`src/rtl/pong_pkg.sv`:
```
// Shared types and constants for the ping-pong rally controller.
package pong_pkg;

  // One-hot rally states; the encoding is visible on the debug port.
  typedef enum logic [5:0] {
    IDLE   = 6'h01,
    MOVE_R = 6'h02,
    END_R  = 6'h04,
    MOVE_L = 6'h08,
    END_L  = 6'h10,
    DONE   = 6'h20
  } state_t;

  // Serve policies.
  localparam int SERVE_LOSER = 0;
  localparam int SERVE_ALT   = 1;

  // Player sides, also the WINNER encoding.
  localparam logic LEFT  = 1'b0;
  localparam logic RIGHT = 1'b1;

endpackage

```
`src/rtl/pong_rally_ctrl_if.sv`:
```
// Bundle of game-control inputs and display/timer outputs of the rally controller.
interface pong_rally_ctrl_if #(
  parameter int FIELD   = 16,
  parameter int WIN_PTS = 12
);
  localparam int PW = $clog2(FIELD);
  localparam int SW = $clog2(WIN_PTS + 1);

  logic          START;
  logic          TICK;
  logic          BTN_L;
  logic          BTN_R;
  logic [PW-1:0] POS;
  logic          DIR;
  logic [SW-1:0] SCORE_L;
  logic [SW-1:0] SCORE_R;
  logic          OVER;
  logic          WINNER;
  logic          MAXTIME;
  logic          SETTIME;
  logic [5:0]    state;

  // Driver side: button/timer logic and whatever reads the displays.
  modport master (
    output START, TICK, BTN_L, BTN_R,
    input  POS, DIR, SCORE_L, SCORE_R, OVER, WINNER, MAXTIME, SETTIME, state
  );

  // Controller side.
  modport slave (
    input  START, TICK, BTN_L, BTN_R,
    output POS, DIR, SCORE_L, SCORE_R, OVER, WINNER, MAXTIME, SETTIME, state
  );
endinterface

```
`src/rtl/pong_score.sv`:
```
// Per-player point counter; win flags the increment that reaches WIN_PTS.
module pong_score #(
  parameter int WIN_PTS = 12
) (
  input  logic                           clk,
  input  logic                           rst_n,
  input  logic                           clr,
  input  logic                           inc,
  output logic [$clog2(WIN_PTS+1)-1:0]   count,
  output logic                           win
);
  localparam int SW = $clog2(WIN_PTS + 1);

  logic [SW-1:0] r_count;
  logic [SW-1:0] w_next;

  assign w_next = r_count + SW'(1);
  assign win    = inc && (w_next == SW'(WIN_PTS));
  assign count  = r_count;

  // Count points; a new game clears the tally.
  always_ff @(posedge clk or negedge rst_n) begin
    if (!rst_n) begin
      r_count <= '0;
    end else if (clr) begin
      r_count <= '0;
    end else if (inc) begin
      r_count <= w_next;
    end
  end
endmodule

```
`src/rtl/pong_rally_ctrl.sv`:
```
// Rally controller: ball position/direction, hit windows, scoring and serve policy.
module pong_rally_ctrl
  import pong_pkg::*;
#(
  parameter int FIELD      = 16,
  parameter int WIN_PTS    = 12,
  parameter int HIT_WIN    = 1,
  parameter int SERVE_MODE = 0
) (
  input logic              CLK,
  input logic              CLRN,
  pong_rally_ctrl_if.slave bus
);
  localparam int PW = $clog2(FIELD);
  localparam int SW = $clog2(WIN_PTS + 1);

  localparam logic [PW-1:0] MID   = PW'(FIELD / 2);
  localparam logic [PW-1:0] LAST  = PW'(FIELD - 1);
  localparam logic [PW-1:0] WIN_R = PW'(FIELD - 1 - HIT_WIN);
  localparam logic [PW-1:0] WIN_L = PW'(HIT_WIN);

  state_t        r_state;
  logic [PW-1:0] r_pos;
  logic          r_dir;
  logic          r_serve;
  logic          r_over;
  logic          r_winner;

  logic          w_ret_r, w_ret_l;
  logic          w_pt_l, w_pt_r, w_point;
  logic          w_start, w_idle;
  logic          w_win_l, w_win_r;
  logic          w_scorer, w_new_dir;
  logic [SW-1:0] w_score_l, w_score_r;

  // Decode returns, points and game starts; the own-side button takes priority over TICK.
  always_comb begin
    w_ret_r = 1'b0;
    w_ret_l = 1'b0;
    w_pt_l  = 1'b0;
    w_pt_r  = 1'b0;
    w_start = 1'b0;
    case (r_state)
      MOVE_R: begin
        if (bus.BTN_R) begin
          if (r_pos >= WIN_R) w_ret_r = 1'b1;
          else                w_pt_l  = 1'b1;
        end
      end
      END_R: begin
        if (bus.BTN_R)     w_ret_r = 1'b1;
        else if (bus.TICK) w_pt_l  = 1'b1;
      end
      MOVE_L: begin
        if (bus.BTN_L) begin
          if (r_pos <= WIN_L) w_ret_l = 1'b1;
          else                w_pt_r  = 1'b1;
        end
      end
      END_L: begin
        if (bus.BTN_L)     w_ret_l = 1'b1;
        else if (bus.TICK) w_pt_r  = 1'b1;
      end
      default: w_start = bus.START;
    endcase
  end

  assign w_point   = w_pt_l | w_pt_r;
  assign w_scorer  = w_pt_r ? RIGHT : LEFT;
  // Serve toward the loser, or flip the previous serve direction.
  assign w_new_dir = (SERVE_MODE == SERVE_ALT) ? ~r_serve : ~w_scorer;
  assign w_idle    = (r_state == IDLE) || (r_state == DONE);

  pong_score #(.WIN_PTS(WIN_PTS)) u_score_l (
    .clk(CLK), .rst_n(CLRN), .clr(w_start), .inc(w_pt_l), .count(w_score_l), .win(w_win_l)
  );
  pong_score #(.WIN_PTS(WIN_PTS)) u_score_r (
    .clk(CLK), .rst_n(CLRN), .clr(w_start), .inc(w_pt_r), .count(w_score_r), .win(w_win_r)
  );

  // Rally FSM with ball position, direction, serve flop and game-over flags.
  always_ff @(posedge CLK or negedge CLRN) begin
    if (!CLRN) begin
      r_state  <= IDLE;
      r_pos    <= MID;
      r_dir    <= 1'b1;
      r_serve  <= 1'b1;
      r_over   <= 1'b0;
      r_winner <= 1'b0;
    end else if (w_point) begin
      if (w_win_l || w_win_r) begin
        r_over   <= 1'b1;
        r_winner <= w_scorer;
        r_state  <= DONE;
      end else begin
        r_pos   <= MID;
        r_dir   <= w_new_dir;
        r_serve <= w_new_dir;
        r_state <= w_new_dir ? MOVE_R : MOVE_L;
      end
    end else if (w_ret_r) begin
      r_dir   <= 1'b0;
      r_state <= MOVE_L;
    end else if (w_ret_l) begin
      r_dir   <= 1'b1;
      r_state <= MOVE_R;
    end else begin
      case (r_state)
        MOVE_R: begin
          if (bus.TICK) begin
            if (r_pos == LAST) r_state <= END_R;
            else               r_pos   <= r_pos + PW'(1);
          end
        end
        MOVE_L: begin
          if (bus.TICK) begin
            if (r_pos == '0) r_state <= END_L;
            else             r_pos   <= r_pos - PW'(1);
          end
        end
        IDLE, DONE: begin
          if (bus.START) begin
            r_over  <= 1'b0;
            r_pos   <= MID;
            r_serve <= r_dir;
            r_state <= r_dir ? MOVE_R : MOVE_L;
          end
        end
        default: ;
      endcase
    end
  end

  assign bus.POS     = r_pos;
  assign bus.DIR     = r_dir;
  assign bus.SCORE_L = w_score_l;
  assign bus.SCORE_R = w_score_r;
  assign bus.OVER    = r_over;
  assign bus.WINNER  = r_winner;
  assign bus.state   = r_state;
  assign bus.MAXTIME = w_idle | w_point;
  assign bus.SETTIME = w_ret_r | w_ret_l;
endmodule

```
`src/flat_wrapper.sv`:
```
// flat-port wrapper written by rule: the top's interface ports become plain ports
module pong_rally_ctrl_flat import pong_pkg::*;
#(
  parameter int FIELD      = 16,
  parameter int WIN_PTS    = 12,
  parameter int HIT_WIN    = 1,
  parameter int SERVE_MODE = 0
)
  (CLK, CLRN, bus_START, bus_TICK, bus_BTN_L, bus_BTN_R, bus_POS, bus_DIR, bus_SCORE_L, bus_SCORE_R, bus_OVER, bus_WINNER, bus_MAXTIME, bus_SETTIME, bus_state);
  pong_rally_ctrl_if #(.FIELD(FIELD), .WIN_PTS(WIN_PTS)) bus_i ();
  input logic CLK;
  input logic CLRN;
  input wire logic [$bits(bus_i.START)-1:0] bus_START;
  input wire logic [$bits(bus_i.TICK)-1:0] bus_TICK;
  input wire logic [$bits(bus_i.BTN_L)-1:0] bus_BTN_L;
  input wire logic [$bits(bus_i.BTN_R)-1:0] bus_BTN_R;
  output wire logic [$bits(bus_i.POS)-1:0] bus_POS;
  output wire logic [$bits(bus_i.DIR)-1:0] bus_DIR;
  output wire logic [$bits(bus_i.SCORE_L)-1:0] bus_SCORE_L;
  output wire logic [$bits(bus_i.SCORE_R)-1:0] bus_SCORE_R;
  output wire logic [$bits(bus_i.OVER)-1:0] bus_OVER;
  output wire logic [$bits(bus_i.WINNER)-1:0] bus_WINNER;
  output wire logic [$bits(bus_i.MAXTIME)-1:0] bus_MAXTIME;
  output wire logic [$bits(bus_i.SETTIME)-1:0] bus_SETTIME;
  output wire logic [$bits(bus_i.state)-1:0] bus_state;
  assign bus_i.START = bus_START;
  assign bus_i.TICK = bus_TICK;
  assign bus_i.BTN_L = bus_BTN_L;
  assign bus_i.BTN_R = bus_BTN_R;
  assign bus_POS = bus_i.POS;
  assign bus_DIR = bus_i.DIR;
  assign bus_SCORE_L = bus_i.SCORE_L;
  assign bus_SCORE_R = bus_i.SCORE_R;
  assign bus_OVER = bus_i.OVER;
  assign bus_WINNER = bus_i.WINNER;
  assign bus_MAXTIME = bus_i.MAXTIME;
  assign bus_SETTIME = bus_i.SETTIME;
  assign bus_state = bus_i.state;
  pong_rally_ctrl #(.FIELD(FIELD), .WIN_PTS(WIN_PTS), .HIT_WIN(HIT_WIN), .SERVE_MODE(SERVE_MODE)) u_core (.CLK(CLK), .CLRN(CLRN), .bus(bus_i));
endmodule
```
`config.mk`:
```
export PLATFORM = sky130hd
export DESIGN_NAME = pong_rally_ctrl_flat
export DESIGN_NICKNAME = d
export VERILOG_FILES = /design/src/rtl/pong_pkg.sv /design/src/rtl/pong_rally_ctrl_if.sv /design/src/rtl/pong_score.sv /design/src/rtl/pong_rally_ctrl.sv /design/src/flat_wrapper.sv
export SDC_FILE = /design/constraint.sdc
export NUM_CORES = 1
export LEC_CHECK = 0
export CORE_UTILIZATION = 55
export CTS_CLUSTER_DIAMETER = 150
export DETAILED_ROUTE_END_ITERATION = 6
export MAX_ROUTING_LAYER = met4
export PLACE_DENSITY_LB_ADDON = 0.08
export RECOVER_POWER = 100
export SYNTH_ARGS = -nofsm -noshare
export SYNTH_HDL_FRONTEND = slang
export SYNTH_SLANG_ARGS = --single-unit
```
`constraint.sdc`:
```
create_clock -name CLK -period 5.9 [get_ports CLK]
set_input_delay 0.885 -clock CLK [delete_from_list [all_inputs] [get_ports CLK]]
set_output_delay 0.885 -clock CLK [all_outputs]
set_load 0.01 [all_outputs]
```
; After elaboration in Yosys (flattened, before gate mapping)
; Cells that the tools add are included.
[classes]
n_addsub = 4
magnitude_cmp = 2
eq_ne = 23
mux = 55
bitwise_logic = 4
n_reduce_logical = 19
[ops]
columns = cell, n
row1 = 4-bit 2-to-1 mux, 15
row2 = 6-bit 2-to-1 mux, 9
row3 = 1-bit 2-to-1 mux, 25
row4 = 6-bit one-hot mux with 3 select lines, 1
row5 = "3-bit by 2-bit != test with 1-bit output, second input constant", 5
row6 = "5-bit by 2-bit != test with 1-bit output, second input constant", 3
row7 = "4-bit by 1-bit adder with 4-bit output, second input constant", 3
row8 = "4-bit == test, second input constant", 3
row9 = 4-bit one-hot mux with 3 select lines, 1
row10 = "5-bit by 1-bit != test with 1-bit output, second input constant", 2
row11 = 9-bit AND reduction, 1
row12 = "2-bit != test, second input constant", 4
row13 = 1-bit one-hot mux with 2 select lines, 4
row14 = 2-bit nonzero test, 4
row15 = "6-bit by 1-bit == test with 1-bit output, second input constant", 1
row16 = "6-bit by 2-bit == test with 1-bit output, second input constant", 1
row17 = "6-bit by 3-bit == test with 1-bit output, second input constant", 1
row18 = "6-bit by 4-bit == test with 1-bit output, second input constant", 1
row19 = "6-bit by 5-bit == test with 1-bit output, second input constant", 1
row20 = "6-bit == test, second input constant", 1
row21 = 6-bit AND reduction, 1
row22 = 6-bit nonzero test, 1
row23 = 5-bit AND reduction, 1
row24 = "4-bit greater-or-equal comparator, second input constant", 1
row25 = 12 further kinds, 17
[word_totals]
regBits = 21
input_bits = 6
out_inout_bits = 23
word_cells = 114

; Depth between registers and ports, before layout
; Gate-level depths: netlist of the first run.
[logic_depth]
depth_word = 8
ltp_mapped = 9
ltp_nobuf = 8

; Cells and area by module
; Synthesis of the first run repeated with hierarchy kept, for this count alone.
[hier_totals]
hier_cells = 165
area_unflattened_um2 = 1636.6
[by_module_without_submodules]
columns = mod, n_inst, cells_each, area_each_um2, seq_area_each_um2
row1 = pong_rally_ctrl, 1, 129, 1178.6, 329.1
row2 = pong_score, 2, 18, 229.0, 100.1

; Worst setup path after synthesis of the first run
; No wires, ideal clock.
[synth_timing]
path_kind = reg-to-output
start = register u_core.r_state[5] (netlist: u_core.bus.state[5])
end = output port bus_MAXTIME
arrival_time_ns = 1.862
required_time_ns = 5.015
slack_ns = 3.153
stages_incl_launch_ff = 7
path_buffers = 2
cell_sequence = dfrtp_1 -> buf_2 -> or4_1 -> nor3b_1 -> a32o_1 -> buf_6 -> or3_1
[synth_between]
elab_chain_cells = 4
word_cells_on_any_way = 11
classes_between = 6 x eq/ne / 2 x mux / 2 x bitwise / 1 x reduce/logical
[synth_lines]
columns = item, line
row1 = start: declaration, pong_rally_ctrl.sv:22  ; state_t r_state;
row2 = start signal: assignment, pong_rally_ctrl.sv:99  ; r_state <= w_new_dir ? MOVE_R : MOVE_L;
row3 = start signal: assignment, pong_rally_ctrl.sv:126  ; r_state <= r_dir ? MOVE_R : MOVE_L;
row4 = 6-bit by 3-bit == test with 1-bit output (tied with other cells), pong_rally_ctrl.sv:43  ; case (r_state)
row5 = 1-bit one-hot mux with 2 select lines, pong_rally_ctrl.sv:43
row6 = 1-bit bitwise OR, pong_rally_ctrl.sv:68  ; assign w_point = w_pt_l | w_pt_r;
row7 = 1-bit bitwise OR (*), pong_rally_ctrl.sv:141  ; assign bus.MAXTIME = w_idle | w_point;
row8 = end: declaration, flat_wrapper.sv:23  ; output wire logic [$bits(bus_i.MAXTIME)-1:0] bus_MAXTIME;
; Every way passes the cells marked *; elsewhere a longest branch is shown, timed or not.

; Worst setup path in the final report of the first run
[layout_timing]
start = register u_core.r_state[1] (netlist: u_core.bus.state[1])
end = output port bus_MAXTIME
; The elaborated chain is that of the path after synthesis.

==> impl_metrics.xml, run 1 <==
<?xml version="1.0" encoding="UTF-8"?>
<metrics>
  <group name="run_status">
    <metric name="outcome" unit="">finished clean</metric>
  </group>
  <group name="setup_path">
    <metric name="worst-path-buf-inv" unit="">1</metric>
    <metric name="crit_type" unit="">flop to output port</metric>
    <metric name="crit_path_top_delay_cell" unit="">sky130_fd_sc_hd__dlygate4sd3_1</metric>
    <metric name="ff_to_ff_start" unit="">u_core.bus.state[1]</metric>
    <metric name="critical_path.startpoint_type" unit="">flop</metric>
    <metric name="slowest_delay" unit="ns">0.61</metric>
    <metric name="cell_family_with_the_largest_share_of_critical_path_delay" unit="">simple AND/OR/NAND/NOR gates</metric>
    <metric name="cp_capture_type" unit="">output port</metric>
    <metric name="critPathRequiredTime" unit="ns">5.02</metric>
    <metric name="biggest_fanout_along_the_worst_timing_path" unit="">12</metric>
    <metric name="cp_data_arrival_time" unit="ns">3.32</metric>
    <metric name="crit_start" unit="">u_core.bus.state[1]</metric>
    <metric name="crit_chain" unit="">or4_1, nor3b_1, a32o_1, or3_1, dlygate4sd3_1</metric>
    <metric name="worst-r2r-setup-slack" unit="ns">2.81</metric>
  </group>
  <group name="global_route">
    <metric name="met2_usage" unit="">0.4259</metric>
    <metric name="met3_usage_grt" unit="">0.01695</metric>
    <metric name="grt_overflow" unit="">0</metric>
    <metric name="top_usage_layer" unit="">met2</metric>
    <metric name="grt_pass1_vias" unit="">1130</metric>
    <metric name="grt_use_total" unit="">0.2518</metric>
    <metric name="grt_first_pass_wirelength" unit="µm">5092</metric>
    <metric name="groute.layer.met1.usage" unit="">0.3214</metric>
    <metric name="maximum_number_of_pins_on_one_net_before_global_route_repair" unit="">22</metric>
    <metric name="antenna_violations_before_repair" unit="">0</metric>
  </group>
  <group name="placement">
    <metric name="globalplace.congestion" unit="">0.7995</metric>
    <metric name="dpl_worst_slack" unit="ns">2.251</metric>
    <metric name="place.port_buffers" unit="">28</metric>
    <metric name="place_area" unit="µm²">1753</metric>
    <metric name="hpwlAfterDp" unit="µm">2420</metric>
  </group>
  <group name="route">
    <metric name="detail_route.wirelength" unit="µm">3298</metric>
    <metric name="wire_per_inst" unit="µm">15.78</metric>
    <metric name="remaining_drc_errors" unit="">0</metric>
    <metric name="vias" unit="">1261</metric>
    <metric name="first_iter_violations" unit="">30</metric>
    <metric name="route.detailed.vias_per_inst" unit="">6.033</metric>
    <metric name="drt.antenna.violating_nets" unit="">0</metric>
    <metric name="firstDrtPassIters" unit="">4</metric>
  </group>
  <group name="synth">
    <metric name="avgSynthCellArea" unit="µm²">9.582</metric>
    <metric name="synth-main-ff-cell" unit="">sky130_fd_sc_hd__dfrtp_1</metric>
    <metric name="number_of_nets_produced_by_synthesis" unit="">169</metric>
    <metric name="sequential_fraction_of_the_synthesis_area" unit="">0.3564</metric>
    <metric name="ys_types" unit="">51</metric>
    <metric name="syn-cell-area" unit="µm²">1485</metric>
    <metric name="yosysWarnings" unit="">0</metric>
    <metric name="synth-edff-count" unit="">0</metric>
    <metric name="synthArstFlopShare" unit="">1.000</metric>
    <metric name="post_synth_inst_count" unit="">155</metric>
    <metric name="postSynthRegisterBits" unit="">21</metric>
  </group>
  <group name="floorplan">
    <metric name="dieWidth" unit="µm">53.97</metric>
    <metric name="fp.coreArea" unit="µm²">2522</metric>
    <metric name="die_height" unit="µm">53.97</metric>
    <metric name="die-area" unit="µm²">2912</metric>
    <metric name="initial_core_util" unit="">0.5888</metric>
    <metric name="rows" unit="">18</metric>
    <metric name="boundaryPins" unit="">29</metric>
  </group>
  <group name="clocking">
    <metric name="cts.htree.levels" unit="">1</metric>
    <metric name="clkLatencyLatePin" unit="ns">0.31</metric>
    <metric name="clk_pin_slew" unit="ns">0.12</metric>
    <metric name="cts_num_sinks" unit="">21</metric>
    <metric name="post-cts-setup-buffers" unit="">0</metric>
    <metric name="cts-buffers-inserted" unit="">3</metric>
    <metric name="clk_buf_depth" unit="">2</metric>
    <metric name="cts-hold-fix-buffers" unit="">0</metric>
    <metric name="cts.repair.resized" unit="">0</metric>
    <metric name="tritoncts" unit="">yes</metric>
    <metric name="clock_tree.root_cell" unit="">sky130_fd_sc_hd__clkbuf_4</metric>
  </group>
  <group name="hold_path">
    <metric name="hp-class" unit="">flop to flop</metric>
    <metric name="min-delay-start" unit="">u_core.bus.OVER</metric>
  </group>
  <group name="power_and_ir_drop">
    <metric name="ir_drop_worst_case_vdd" unit="mV">0.1415</metric>
    <metric name="static_leak" unit="µW">0.0008364</metric>
    <metric name="power.total" unit="µW">226.0</metric>
    <metric name="power.density_cell_area" unit="nW/µm²">127.4</metric>
  </group>
  <group name="sta">
    <metric name="timing.max_slew.rel_slack" unit="">0.3735</metric>
    <metric name="final_critical_delay_including_setup_and_external_delays" unit="ns">4.203</metric>
    <metric name="grt_setup_unrepaired" unit="">false</metric>
    <metric name="hold_viol_final" unit="">0</metric>
    <metric name="layout_setup_ws" unit="ns">1.697</metric>
    <metric name="clk_skew" unit="ns">0.001714</metric>
    <metric name="finalSetupTns" unit="ns">0</metric>
    <metric name="tightest_slew" unit="ns">0.9367</metric>
    <metric name="timing.final.crit_share" unit="">0.7123</metric>
    <metric name="maxSlewViolCount" unit="">0</metric>
    <metric name="timing.hold.ws" unit="ns">0.4835</metric>
    <metric name="setup-violations-final" unit="">0</metric>
    <metric name="fmaxAchievable" unit="GHz">0.2379</metric>
  </group>
  <group name="finish">
    <metric name="final_design_area_no_fill" unit="µm²">1774</metric>
    <metric name="fill_cells" unit="">212</metric>
    <metric name="design.final.nets" unit="">194</metric>
    <metric name="area_growth_syn_to_layout" unit="%">19.46</metric>
    <metric name="layout-drive-gt1-share" unit="">0.08939</metric>
    <metric name="number_of_inserted_diodes" unit="">0</metric>
  </group>
  <group name="run">
    <metric name="maxCapViolCount" unit="">0</metric>
  </group>
</metrics>
final timing paths:
kind	cells after the start	endpoint
setup / recovery	5	bus_MAXTIME
hold / removal	2	u_core.bus.OVER
setup reg to reg	6	u_core.bus.POS[2]
hold reg to reg	2	u_core.bus.OVER
max in group asynchronous	1	u_core.bus.POS[2]
min in group asynchronous	1	u_core.bus.OVER
cell usage after synthesis (all sizes together), types with 2 or more instances:
library cell   n  area (µm²)
nor4           3       18.77
buf            7       50.05
o211ai         2       15.01
and3           2       17.52
clkbuf         2       7.510
mux2           3       33.78
or4            2       15.01
a32o           6       60.06
nand3          5       25.02
nand2         10       37.54
o21ai          2       10.01
inv            4       15.01
or3            4       25.02
nor2b          3       18.77
dfstp          3       78.83
or3b           3       26.28
mux2i          5       50.05
nor2          22       82.58
xor2           5       43.79
o21a           2       15.01
a32oi          3       26.28
xnor2          4       35.03
dfrtp         18       450.4
ha             8       100.1
a21oi          3       15.01
nor3b          3       27.52
cell type report:
cell class	instances	area (µm²)	share of cell area
flip-flops and latches	21	529.3	0.2983
repair buffers	29	287.8	0.1622
clock inverters	1	7.507	0.004231
well taps	30	37.54	0.02116
multi-input cells	121	874.6	0.4929
clock buffers	3	22.52	0.01269
inverters	4	15.01	0.008463
per-stage QoR:
| step | cells | util |
|---|---|---|
| after floorplan | 155 | - |
| after global placement | 205 | 0.6949 |
| after detailed placement | 205 | 0.6949 |
| after CTS | 209 | 0.7068 |
| after global routing | 209 | 0.7034 |
| final | 209 | 0.7034 |
per-layer routing:
| layer | vias up | wire, µm |
|---|---|---|
| li1 | 620 | - |
| met1 | 613 | 1549 |
| met2 | 24 | 1626 |
| met3 | 4 | 93 |
| met4 | 0 | 29 |
| met5 | - | 0 |
sequential cells by signal, indices dropped and copies added, names as in the netlist:
| signal | count |
|---|---|
| u_core.bus.DIR | 1 |
| u_core.u_score_r.count | 4 |
| u_core.bus.state | 6 |
| u_core.bus.WINNER | 1 |
| u_core.bus.POS | 4 |
| u_core.u_score_l.count | 4 |
| u_core.bus.OVER | 1 |
layout by cell type (no fill, tap or decap), types with 4 or more instances in the layout:
cell / count
sky130_fd_sc_hd__a32o_1: 6
sky130_fd_sc_hd__dfrtp_1: 18
sky130_fd_sc_hd__clkdlybuf4s50_1: 6
sky130_fd_sc_hd__nor2_1: 22
sky130_fd_sc_hd__or3_1: 4
sky130_fd_sc_hd__nand2_1: 10
sky130_fd_sc_hd__ha_1: 8
sky130_fd_sc_hd__nand3_1: 5
sky130_fd_sc_hd__xor2_1: 5
sky130_fd_sc_hd__dlygate4sd3_1: 22
sky130_fd_sc_hd__mux2i_1: 5
sky130_fd_sc_hd__xnor2_1: 4
sky130_fd_sc_hd__inv_1: 4
cell families after synthesis:
logic type	after synthesis	synth area share
adder cells (fa/ha/maj)	8	0.06740
AND/OR/NAND/NOR	64	0.2367
AO/OA/AOI/OAI	32	0.1811
multiplexers	8	0.05644
buffers and inverters	13	0.04886
flip-flops	21	0.3564
XOR/XNOR	9	0.05307
power breakdown:
part,internal (µW),switching (µW),total [µW]
Combinational,3.51,5.26,8.78
Sequential,144,0,144
Clock,25.9,47.4,73.3
tightest hold or removal path: stages (launching register included):
cell and delay (ns):
sky130_fd_sc_hd__dfrtp_1 0.36, sky130_fd_sc_hd__nand2_1 0.05, sky130_fd_sc_hd__nand2_1 0.06
Note: power is estimated with default switching activity, not from simulation.
==> inputs of run 2 (changes only) <==
- CORE_UTILIZATION: 55 -> 51
- clock period: 5.9 -> 4 ns (I/O delays scaled with it)
==> run 2 against run 1 <==
Against the previous run: worst setup slack worse by 1.4 ns; flip-flop and latch count unchanged; wire length up 3.1%; sequential power grew 47%; clock-buffer cell count grew 1; global-route usage is 0.69 points lower; sequential share of layout area about the same; cell count grew 0.48%; critical path type unchanged; critical endpoint unchanged.
==> impl_metrics.xml, run 2 (synthesis results as in run 1) <==
<?xml version="1.0" encoding="UTF-8"?>
<metrics>
  <group name="placement">
    <metric name="place_inst" unit="">206</metric>
    <metric name="place.port_buffers" unit="">28</metric>
    <metric name="hpwlAfterDp" unit="µm">2506</metric>
    <metric name="globalplace.congestion" unit="">0.8742</metric>
    <metric name="dpl_worst_slack" unit="ns">0.6787</metric>
  </group>
  <group name="global_route">
    <metric name="grt_use_total" unit="">0.2449</metric>
    <metric name="maximum_number_of_pins_on_one_net_before_global_route_repair" unit="">22</metric>
    <metric name="grt_pass1_vias" unit="">1242</metric>
    <metric name="grt_overflow" unit="">0</metric>
    <metric name="grt_first_pass_wirelength" unit="µm">5816</metric>
    <metric name="antenna_violations_before_repair" unit="">0</metric>
  </group>
  <group name="sta">
    <metric name="fmaxAchievable" unit="GHz">0.2716</metric>
    <metric name="timing.hold.ws" unit="ns">0.4839</metric>
    <metric name="final_critical_delay_including_setup_and_external_delays" unit="ns">3.682</metric>
    <metric name="finalSetupTns" unit="ns">0</metric>
    <metric name="layout_setup_ws" unit="ns">0.3180</metric>
    <metric name="clk_skew" unit="ns">0.001091</metric>
    <metric name="grt_setup_unrepaired" unit="">false</metric>
    <metric name="hold_viol_final" unit="">0</metric>
    <metric name="setup-violations-final" unit="">0</metric>
    <metric name="timing.final.crit_share" unit="">0.9205</metric>
    <metric name="maxSlewViolCount" unit="">0</metric>
    <metric name="timing.max_slew.rel_slack" unit="">0.3571</metric>
    <metric name="tightest_slew" unit="ns">0.9612</metric>
  </group>
  <group name="finish">
    <metric name="layout.cells.most_common_list" unit="">sky130_fd_sc_hd__nor2_1, sky130_fd_sc_hd__dlygate4sd3_1, sky130_fd_sc_hd__dfrtp_1</metric>
    <metric name="number_of_inserted_diodes" unit="">0</metric>
    <metric name="design.final.nets" unit="">194</metric>
    <metric name="layout-drive-gt1-share" unit="">0.08939</metric>
    <metric name="area_growth_syn_to_layout" unit="%">19.63</metric>
    <metric name="final-instance-count-excl-fill" unit="">210</metric>
    <metric name="layout.cells.most_common" unit="">sky130_fd_sc_hd__nor2_1</metric>
    <metric name="largest_register_ff_count" unit="">6</metric>
  </group>
  <group name="route">
    <metric name="route.detailed.vias_per_inst" unit="">6.157</metric>
    <metric name="wire_per_inst" unit="µm">16.20</metric>
    <metric name="remaining_drc_errors" unit="">0</metric>
    <metric name="first_iter_violations" unit="">23</metric>
    <metric name="firstDrtPassIters" unit="">4</metric>
    <metric name="drt.antenna.violating_nets" unit="">0</metric>
    <metric name="detail_route.wirelength" unit="µm">3401</metric>
    <metric name="vias" unit="">1293</metric>
  </group>
  <group name="clocking">
    <metric name="clk_buf_depth" unit="">2</metric>
    <metric name="cts.htree.levels" unit="">1</metric>
    <metric name="cts-buffers-inserted" unit="">3</metric>
    <metric name="clkLatencyLatePin" unit="ns">0.30</metric>
    <metric name="post-cts-setup-buffers" unit="">0</metric>
    <metric name="tritoncts" unit="">yes</metric>
    <metric name="clk_pin_slew" unit="ns">0.12</metric>
    <metric name="clock_tree.root_cell" unit="">sky130_fd_sc_hd__clkbuf_4</metric>
    <metric name="cts.repair.resized" unit="">0</metric>
    <metric name="cts_num_sinks" unit="">21</metric>
    <metric name="cts-hold-fix-buffers" unit="">0</metric>
  </group>
  <group name="power_and_ir_drop">
    <metric name="power.density_cell_area" unit="nW/µm²">185.5</metric>
    <metric name="ir_drop_worst_case_vdd" unit="mV">0.1622</metric>
    <metric name="power.total" unit="µW">329.5</metric>
    <metric name="static_leak" unit="µW">0.0008386</metric>
  </group>
  <group name="setup_path">
    <metric name="critical_path.startpoint_type" unit="">flop</metric>
    <metric name="worst-r2r-setup-slack" unit="ns">1.02</metric>
    <metric name="critPathRequiredTime" unit="ns">3.40</metric>
    <metric name="cp_data_arrival_time" unit="ns">3.08</metric>
    <metric name="cp_capture_type" unit="">output port</metric>
    <metric name="crit_type" unit="">flop to output port</metric>
    <metric name="biggest_fanout_along_the_worst_timing_path" unit="">12</metric>
  </group>
  <group name="run_status">
    <metric name="outcome" unit="">finished clean</metric>
  </group>
  <group name="floorplan">
    <metric name="rows" unit="">19</metric>
    <metric name="dieWidth" unit="µm">55.97</metric>
    <metric name="die_height" unit="µm">55.97</metric>
    <metric name="die-area" unit="µm²">3132</metric>
    <metric name="boundaryPins" unit="">29</metric>
    <metric name="fp.coreArea" unit="µm²">2758</metric>
    <metric name="initial_core_util" unit="">0.5386</metric>
  </group>
  <group name="hold_path">
    <metric name="hp-class" unit="">flop to flop</metric>
  </group>
  <group name="run">
    <metric name="maxCapViolCount" unit="">0</metric>
  </group>
</metrics>
## run 2: worst paths after layout
| check | from | end | cells past startpoint |
|---|---|---|---|
| worst max-delay path | u_core.bus.state[1] | bus_MAXTIME | 5 |
| worst min-delay path | u_core.bus.OVER | u_core.bus.OVER | 2 |
| worst max register to register | u_core.bus.state[0] | u_core.bus.state[1] | 6 |
| worst min register to register | u_core.bus.OVER | u_core.bus.OVER | 2 |
| max in group asynchronous | CLRN | u_core.bus.state[5] | 1 |
| min in group asynchronous | CLRN | u_core.bus.state[4] | 1 |
## run 2: final cells by class
type	count	area (µm²)
Timing Repair Buffer	29	287.8
Clock buffer	4	26.28
Fill cell	231	980.9
Inverter	4	15.01
Multi-Input combinational cell	121	879.6
Tap cell	31	38.79
Sequential cell	21	529.3
## run 2: per-layer routing
| metal | GRT usage | part of all wire | vias up |
|---|---|---|---|
| li1 | - | - | 623 |
| met1 | 0.3103 | 0.46 | 628 |
| met2 | 0.3963 | 0.49 | 33 |
| met3 | 0.03256 | 0.027 | 9 |
| met4 | 0.1010 | 0.021 | 0 |
| met5 | - | 0 | - |
## run 2: stage by stage
| stage | instance area, µm² | utilization |
|---|---|---|
| floorplan | 1485 | - |
| global placement | 1754 | 0.6361 |
| detailed placement | 1754 | 0.6361 |
| CTS | 1780 | 0.6456 |
| global route | 1777 | 0.6443 |
| finish | 1777 | 0.6443 |
## run 2: critical path: stages (launching register included)
cell	delay (ns)
sky130_fd_sc_hd__dfrtp_1	0.52
sky130_fd_sc_hd__or4_1	0.60
sky130_fd_sc_hd__nor3b_2	0.38
sky130_fd_sc_hd__a32o_1	0.51
sky130_fd_sc_hd__or3_1	0.22
sky130_fd_sc_hd__clkdlybuf4s50_1	0.54
## run 2: report_power, final
group	internal, µW	switching (µW)	total (µW)
registers	212	0	212
logic	5.18	8.17	13.4
clock network	38.9	65.0	104
total	256	73.2	330
==> inputs of run 3 (changes only) <==
- CORE_UTILIZATION: 51 -> 40
==> run 3 against run 2 <==
Against the previous run: via count down 2.9%; total power up 9.4%; global-route usage down 5.3 points; critical endpoint unchanged; sequential power about the same; combinational power about the same; clock-buffer cell count unchanged; worst setup slack better by 0.045 ns; cell area up 2.1%; cell count up 7.1%.
==> impl_metrics.xml, run 3 (synthesis results as in run 1) <==
<?xml version="1.0" encoding="UTF-8"?>
<metrics>
  <group name="run_status">
    <metric name="outcome" unit="">finished clean</metric>
  </group>
  <group name="hold_path">
    <metric name="timing.hold.worst_endpoint" unit="">u_core.bus.OVER</metric>
    <metric name="hp-class" unit="">flop to flop</metric>
    <metric name="min-delay-start" unit="">u_core.bus.OVER</metric>
    <metric name="worst_hold_path.num_cells" unit="">2</metric>
  </group>
  <group name="sta">
    <metric name="fmaxAchievable" unit="GHz">0.2750</metric>
    <metric name="maxSlewViolCount" unit="">0</metric>
    <metric name="timing.final.crit_share" unit="">0.9092</metric>
    <metric name="clk_skew" unit="ns">0.001711</metric>
    <metric name="setup-violations-final" unit="">0</metric>
    <metric name="finalSetupTns" unit="ns">0</metric>
    <metric name="layout_setup_ws" unit="ns">0.3632</metric>
    <metric name="hold_viol_final" unit="">0</metric>
    <metric name="timing.max_slew.rel_slack" unit="">0.3363</metric>
    <metric name="grt_setup_unrepaired" unit="">false</metric>
    <metric name="tightest_slew" unit="ns">0.9923</metric>
    <metric name="final_critical_delay_including_setup_and_external_delays" unit="ns">3.637</metric>
  </group>
  <group name="setup_path">
    <metric name="crit_type" unit="">flop to output port</metric>
    <metric name="critPathRequiredTime" unit="ns">3.40</metric>
    <metric name="worst-r2r-setup-slack" unit="ns">1.00</metric>
    <metric name="cp_data_arrival_time" unit="ns">3.04</metric>
    <metric name="crit_path_top_delay_cell" unit="">sky130_fd_sc_hd__or4_1</metric>
    <metric name="endpoint_of_the_most_critical_register_to_register_path" unit="">u_core.bus.state[1]</metric>
    <metric name="critical_path.startpoint_type" unit="">flop</metric>
    <metric name="rr_worst_depth" unit="">6</metric>
    <metric name="worst-path-buf-inv" unit="">1</metric>
    <metric name="biggest_fanout_along_the_worst_timing_path" unit="">12</metric>
    <metric name="slowest_delay" unit="ns">0.61</metric>
    <metric name="cp_capture_type" unit="">output port</metric>
    <metric name="crit_chain" unit="">or4_1, nor3b_2, a32o_1, or3_1, dlygate4sd3_1</metric>
    <metric name="cell_family_with_the_largest_share_of_critical_path_delay" unit="">simple AND/OR/NAND/NOR gates</metric>
    <metric name="ff_to_ff_start" unit="">u_core.bus.state[0]</metric>
  </group>
  <group name="clocking">
    <metric name="clock_tree.root_cell" unit="">sky130_fd_sc_hd__clkbuf_8</metric>
    <metric name="clk_buf_depth" unit="">2</metric>
    <metric name="cts_num_sinks" unit="">21</metric>
    <metric name="tritoncts" unit="">yes</metric>
    <metric name="cts-buffers-inserted" unit="">3</metric>
    <metric name="clkLatencyLatePin" unit="ns">0.25</metric>
    <metric name="cts.repair.resized" unit="">0</metric>
    <metric name="cts.htree.levels" unit="">1</metric>
    <metric name="clk_pin_slew" unit="ns">0.07</metric>
    <metric name="cts-hold-fix-buffers" unit="">0</metric>
    <metric name="post-cts-setup-buffers" unit="">0</metric>
  </group>
  <group name="finish">
    <metric name="largest_register_ff_count" unit="">6</metric>
    <metric name="layout.cells.most_common_list" unit="">sky130_fd_sc_hd__nor2_1, sky130_fd_sc_hd__dlygate4sd3_1, sky130_fd_sc_hd__dfrtp_1</metric>
    <metric name="layout-drive-gt1-share" unit="">0.08939</metric>
    <metric name="area_growth_syn_to_layout" unit="%">22.16</metric>
    <metric name="final-instance-count-excl-fill" unit="">225</metric>
    <metric name="design.final.nets" unit="">194</metric>
    <metric name="number_of_inserted_diodes" unit="">0</metric>
    <metric name="fill_cells" unit="">325</metric>
  </group>
  <group name="floorplan">
    <metric name="die-area" unit="µm²">3961</metric>
    <metric name="fp.coreArea" unit="µm²">3442</metric>
    <metric name="initial_core_util" unit="">0.4315</metric>
    <metric name="dieWidth" unit="µm">62.94</metric>
    <metric name="rows" unit="">21</metric>
    <metric name="boundaryPins" unit="">29</metric>
    <metric name="die_height" unit="µm">62.94</metric>
  </group>
  <group name="route">
    <metric name="vias" unit="">1256</metric>
    <metric name="detail_route.wirelength" unit="µm">3349</metric>
    <metric name="wire_per_inst" unit="µm">14.88</metric>
    <metric name="drt.antenna.violating_nets" unit="">0</metric>
    <metric name="first_iter_violations" unit="">57</metric>
    <metric name="route.detailed.vias_per_inst" unit="">5.582</metric>
    <metric name="remaining_drc_errors" unit="">0</metric>
    <metric name="firstDrtPassIters" unit="">4</metric>
  </group>
  <group name="placement">
    <metric name="place_inst" unit="">221</metric>
    <metric name="globalplace.congestion" unit="">0.8541</metric>
    <metric name="dpl_worst_slack" unit="ns">0.7068</metric>
    <metric name="place.port_buffers" unit="">28</metric>
    <metric name="hpwlAfterDp" unit="µm">2550</metric>
  </group>
  <group name="global_route">
    <metric name="grt_use_total" unit="">0.1920</metric>
    <metric name="maximum_number_of_pins_on_one_net_before_global_route_repair" unit="">22</metric>
    <metric name="antenna_violations_before_repair" unit="">0</metric>
    <metric name="grt_overflow" unit="">0</metric>
    <metric name="grt_first_pass_wirelength" unit="µm">5865</metric>
    <metric name="grt_pass1_vias" unit="">1265</metric>
  </group>
  <group name="power_and_ir_drop">
    <metric name="power.total" unit="µW">360.4</metric>
    <metric name="static_leak" unit="µW">0.0008499</metric>
    <metric name="ir_drop_worst_case_vdd" unit="mV">0.09616</metric>
    <metric name="power.density_cell_area" unit="nW/µm²">198.7</metric>
  </group>
  <group name="run">
    <metric name="maxCapViolCount" unit="">0</metric>
  </group>
</metrics>
run 3: changes by cell type in the layout (fill, tap and decap cells not counted):
cell	delta
sky130_fd_sc_hd__clkbuf_8	+3
sky130_fd_sc_hd__clkbuf_4	-3
sky130_fd_sc_hd__dlygate4sd3_1	+1
sky130_fd_sc_hd__clkdlybuf4s50_1	-1
run 3: worst max path at each step:
stage | start | end | slack, ns | depth (start not counted)
final | u_core.bus.state[1] | bus_MAXTIME | 0.36 | 5
after global routing | u_core.bus.state[1] | bus_MAXTIME | 0.19 | 5
after CTS | u_core.bus.state[1] | bus_MAXTIME | 0.41 | 5
after detailed placement | u_core.bus.state[1] | bus_MAXTIME | 0.71 | 5
after global placement | u_core.bus.state[1] | bus_MAXTIME | 0.74 | 5
after floorplan | u_core.bus.POS[0] | u_core.bus.POS[2] | 1.38 | 9
run 3: where the power goes:
part,internal [µW],switching [µW]
clock,70.7,64.1
sequential,212,0
combinational,5.18,8.21
run 3: tightest hold or removal path, delay by kind of cell, from the launching register on:
| kind | cells | cell delay, ns |
|---|---|---|
| simple gates | 2 | 0.11 |
| flops | 1 | 0.34 |
run 3: through the flow:
stage / utilization / hold slack, ns / instance area [µm²]
floorplan: - / 0.3044 / 1485
global placement: 0.5151 / 0.4602 / 1773
detailed placement: 0.5151 / 0.4701 / 1773
CTS: 0.5282 / 0.4872 / 1818
global route: 0.5271 / 0.5349 / 1814
finish: 0.5271 / 0.4737 / 1814
run 3: final cells by class:
class	instances	area, µm²	share of cell area
sequential	21	529.3	0.2917
inverter	4	15.01	0.008276
tap	46	57.56	0.03172
multi-input combinational	121	879.6	0.4848
clock buffer	4	45.04	0.02483
timing repair buffer	29	287.8	0.1586
run 3: metal layers:
| metal | vias up | track usage | wire (µm) |
|---|---|---|---|
| met5 | - | - | 0 |
| li1 | 621 | - | - |
| met1 | 600 | 0.2216 | 1506 |
| met4 | 0 | 0.05233 | 37 |
| met3 | 4 | 0.02737 | 121 |
| met2 | 31 | 0.3427 | 1684 |
==> edit 1: new RTL, config.mk and constraints of run 3 <==
`SERVE_MODE` is set to 0 in 2 places; all go to 1.
--- a/src/rtl/pong_rally_ctrl.sv
+++ b/src/rtl/pong_rally_ctrl.sv
@@ -5,7 +5,7 @@
   parameter int FIELD      = 16,
   parameter int WIN_PTS    = 12,
   parameter int HIT_WIN    = 1,
-  parameter int SERVE_MODE = 0
+  parameter int SERVE_MODE = 1
 ) (
   input logic              CLK,
   input logic              CLRN,
--- a/src/flat_wrapper.sv
+++ b/src/flat_wrapper.sv
@@ -4,7 +4,7 @@
   parameter int FIELD      = 16,
   parameter int WIN_PTS    = 12,
   parameter int HIT_WIN    = 1,
-  parameter int SERVE_MODE = 0
+  parameter int SERVE_MODE = 1
 )
   (CLK, CLRN, bus_START, bus_TICK, bus_BTN_L, bus_BTN_R, bus_POS, bus_DIR, bus_SCORE_L, bus_SCORE_R, bus_OVER, bus_WINNER, bus_MAXTIME, bus_SETTIME, bus_state);
   pong_rally_ctrl_if #(.FIELD(FIELD), .WIN_PTS(WIN_PTS)) bus_i ();
Check against the original RTL: not equivalent (a bounded check fails within 4 cycles, from zero or initial values).
==> edit 1 against run 3 <==
- die area rose by 1.9%
- sequential cell count rose by 1
- routed wire length rose by 4.9%
- core utilization rose by 0.32 points
- setup slack improved by 0.21 ns
- synthesized area rose by 1.9%
- final area rose by 1.4%
Power is left out: it rests on default switching activity, and per cell area and clock period it moved more than threefold.
==> edit 1: results (changes against run 3) <==
metric,value,unit,change
track_usage,0.1972,,+0.005195
antenna_found_initial,0,,unchanged
finish.net_count,206,,+6.2%
arrival,2.83,ns,-0.21 ns
finalNonFillerCells,237,,+5.3%
via_count,1325,,+5.5%
gp_congestion,0.8157,,-4.5%
grt_start_max_net_pins,23,,+4.5%
dp_worst_setup_slack,1.004,ns,+0.2967 ns
hp-class,flip-flop to flip-flop,,
cts_buffers,3,,unchanged
clk_pin_slew_worst_paths,0.07,ns,about the same
clock_latency,0.26,ns,
slew_headroom,0.3562,,+0.01985
post_cts_buffers,0,,unchanged
synth_cell_type_count,56,,+9.8%
avgSynthCellArea,9.288,um2,-3.1%
htreeDepth,1,,unchanged
hpwlAfterDp,2749,um,+7.8%
portBuffers,28,,unchanged
first_pass_iters,4,,unchanged
async_flop_share,1.000,,unchanged
fillers,336,,+3.4%
antennaDiodeCount,0,,unchanged
outcome,completed,,
synth_area_leaders,"dfrtp_1 (30%), dfstp_2 (6.9%), ha_1 (6.6%), nand2_1 (4.7%), nor2_1 (4.0%)",,
root_buffer,clkbuf_8,,
synth_common_cells,"nand2_1 (19), dfrtp_1 (18), nor2_1 (16), ha_1 (8)",,
ys_seq_area_frac,0.3669,,+0.01058
yosysWarnings,0,,unchanged
synth_nets,177,,+4.7%
first_iter_violations,74,,+30%
drive_gt1_frac,0.08377,,-0.005616
cp_max_fo,13,,+1
ys.flop_type,dfrtp_1,,
routedWlPerCell,14.83,um,-0.39%
finClkSkew,0.001756,ns,+0.00004444 ns
cts_buffer_depth,2,,unchanged
dpl-instance-area,1821,um2,+2.7%
placed_cells,233,,+5.4%
largest_reg_flops,6,,unchanged
grt_pass1_wl,6154,um,+4.9%
cts_resized,0,,unchanged
==> edit 1: changes by cell type after synthesis, moves of 4 or more <==
| cell | delta |
|---|---|
| nand2_1 | +9 |
| a21oi_1 | +4 |
| a32o_1 | -6 |
| nor2_1 | -6 |
==> edit 1: logic make-up (layout without fill, tap and decap cells) <==
family | count (synthesis) | after routing | synth area share
buffers and inverters | 11 | 39 | 0.03801
muxes | 4 | 4 | 0.02810
DFF | 22 | 22 | 0.3669
xor gates and xnor gates | 8 | 8 | 0.04628
and+or+nand+nor | 71 | 71 | 0.2579
AOI/OAI and AO/OA | 39 | 39 | 0.1967
adders and majority gates | 8 | 8 | 0.06612
==> edit 1: worst paths after layout <==
check	from	endpoint	slack [ns]	cells after the start
worst max-delay path	u_core.bus.state[5]	bus_MAXTIME	0.57	5
worst min-delay path	u_core.bus.state[0]	u_core.bus.state[0]	0.49	2
worst max register to register	u_core.bus.state[5]	u_core.bus.POS[3]	1.26	6
worst min register to register	u_core.bus.state[0]	u_core.bus.state[0]	0.49	2
max in group asynchronous	CLRN	u_core.bus.WINNER	2.48	1
min in group asynchronous	CLRN	u_core.bus.OVER	0.94	1
==> edit 1: layout make-up <==
| class | instances | share of cell area |
|---|---|---|
| clock buffers | 4 | 0.02449 |
| well taps | 46 | 0.03129 |
| repair buffers | 28 | 0.1524 |
| inverters | 7 | 0.01429 |
| multi-input cells | 130 | 0.4755 |
| flip-flops and latches | 22 | 0.3020 |
==> edit 1: metal layers <==
| metal | share of wire | GRT usage | vias up |
|---|---|---|---|
| li1 | - | - | 659 |
| met1 | 0.46 | 0.2384 | 635 |
| met2 | 0.49 | 0.3378 | 26 |
| met3 | 0.038 | 0.02536 | 5 |
| met4 | 0.011 | 0.06250 | 0 |
| met5 | 0 | - | - |
==> edit 1: through the flow <==
stage,util,hold WS (ns)
floorplan,-,0.3044
global placement,0.5249,0.4636
detailed placement,0.5249,0.4813
CTS,0.5379,0.4976
global route,0.5303,0.5234
finish,0.5303,0.4873
==> edit 1: worst max-delay path: stages, from the launching register on <==
cell           delay [ns]
dfrtp_1              0.46
nor4_1               0.66
and2_4               0.33
a32o_2               0.36
or2_2                0.17
dlygate4sd3_1        0.59
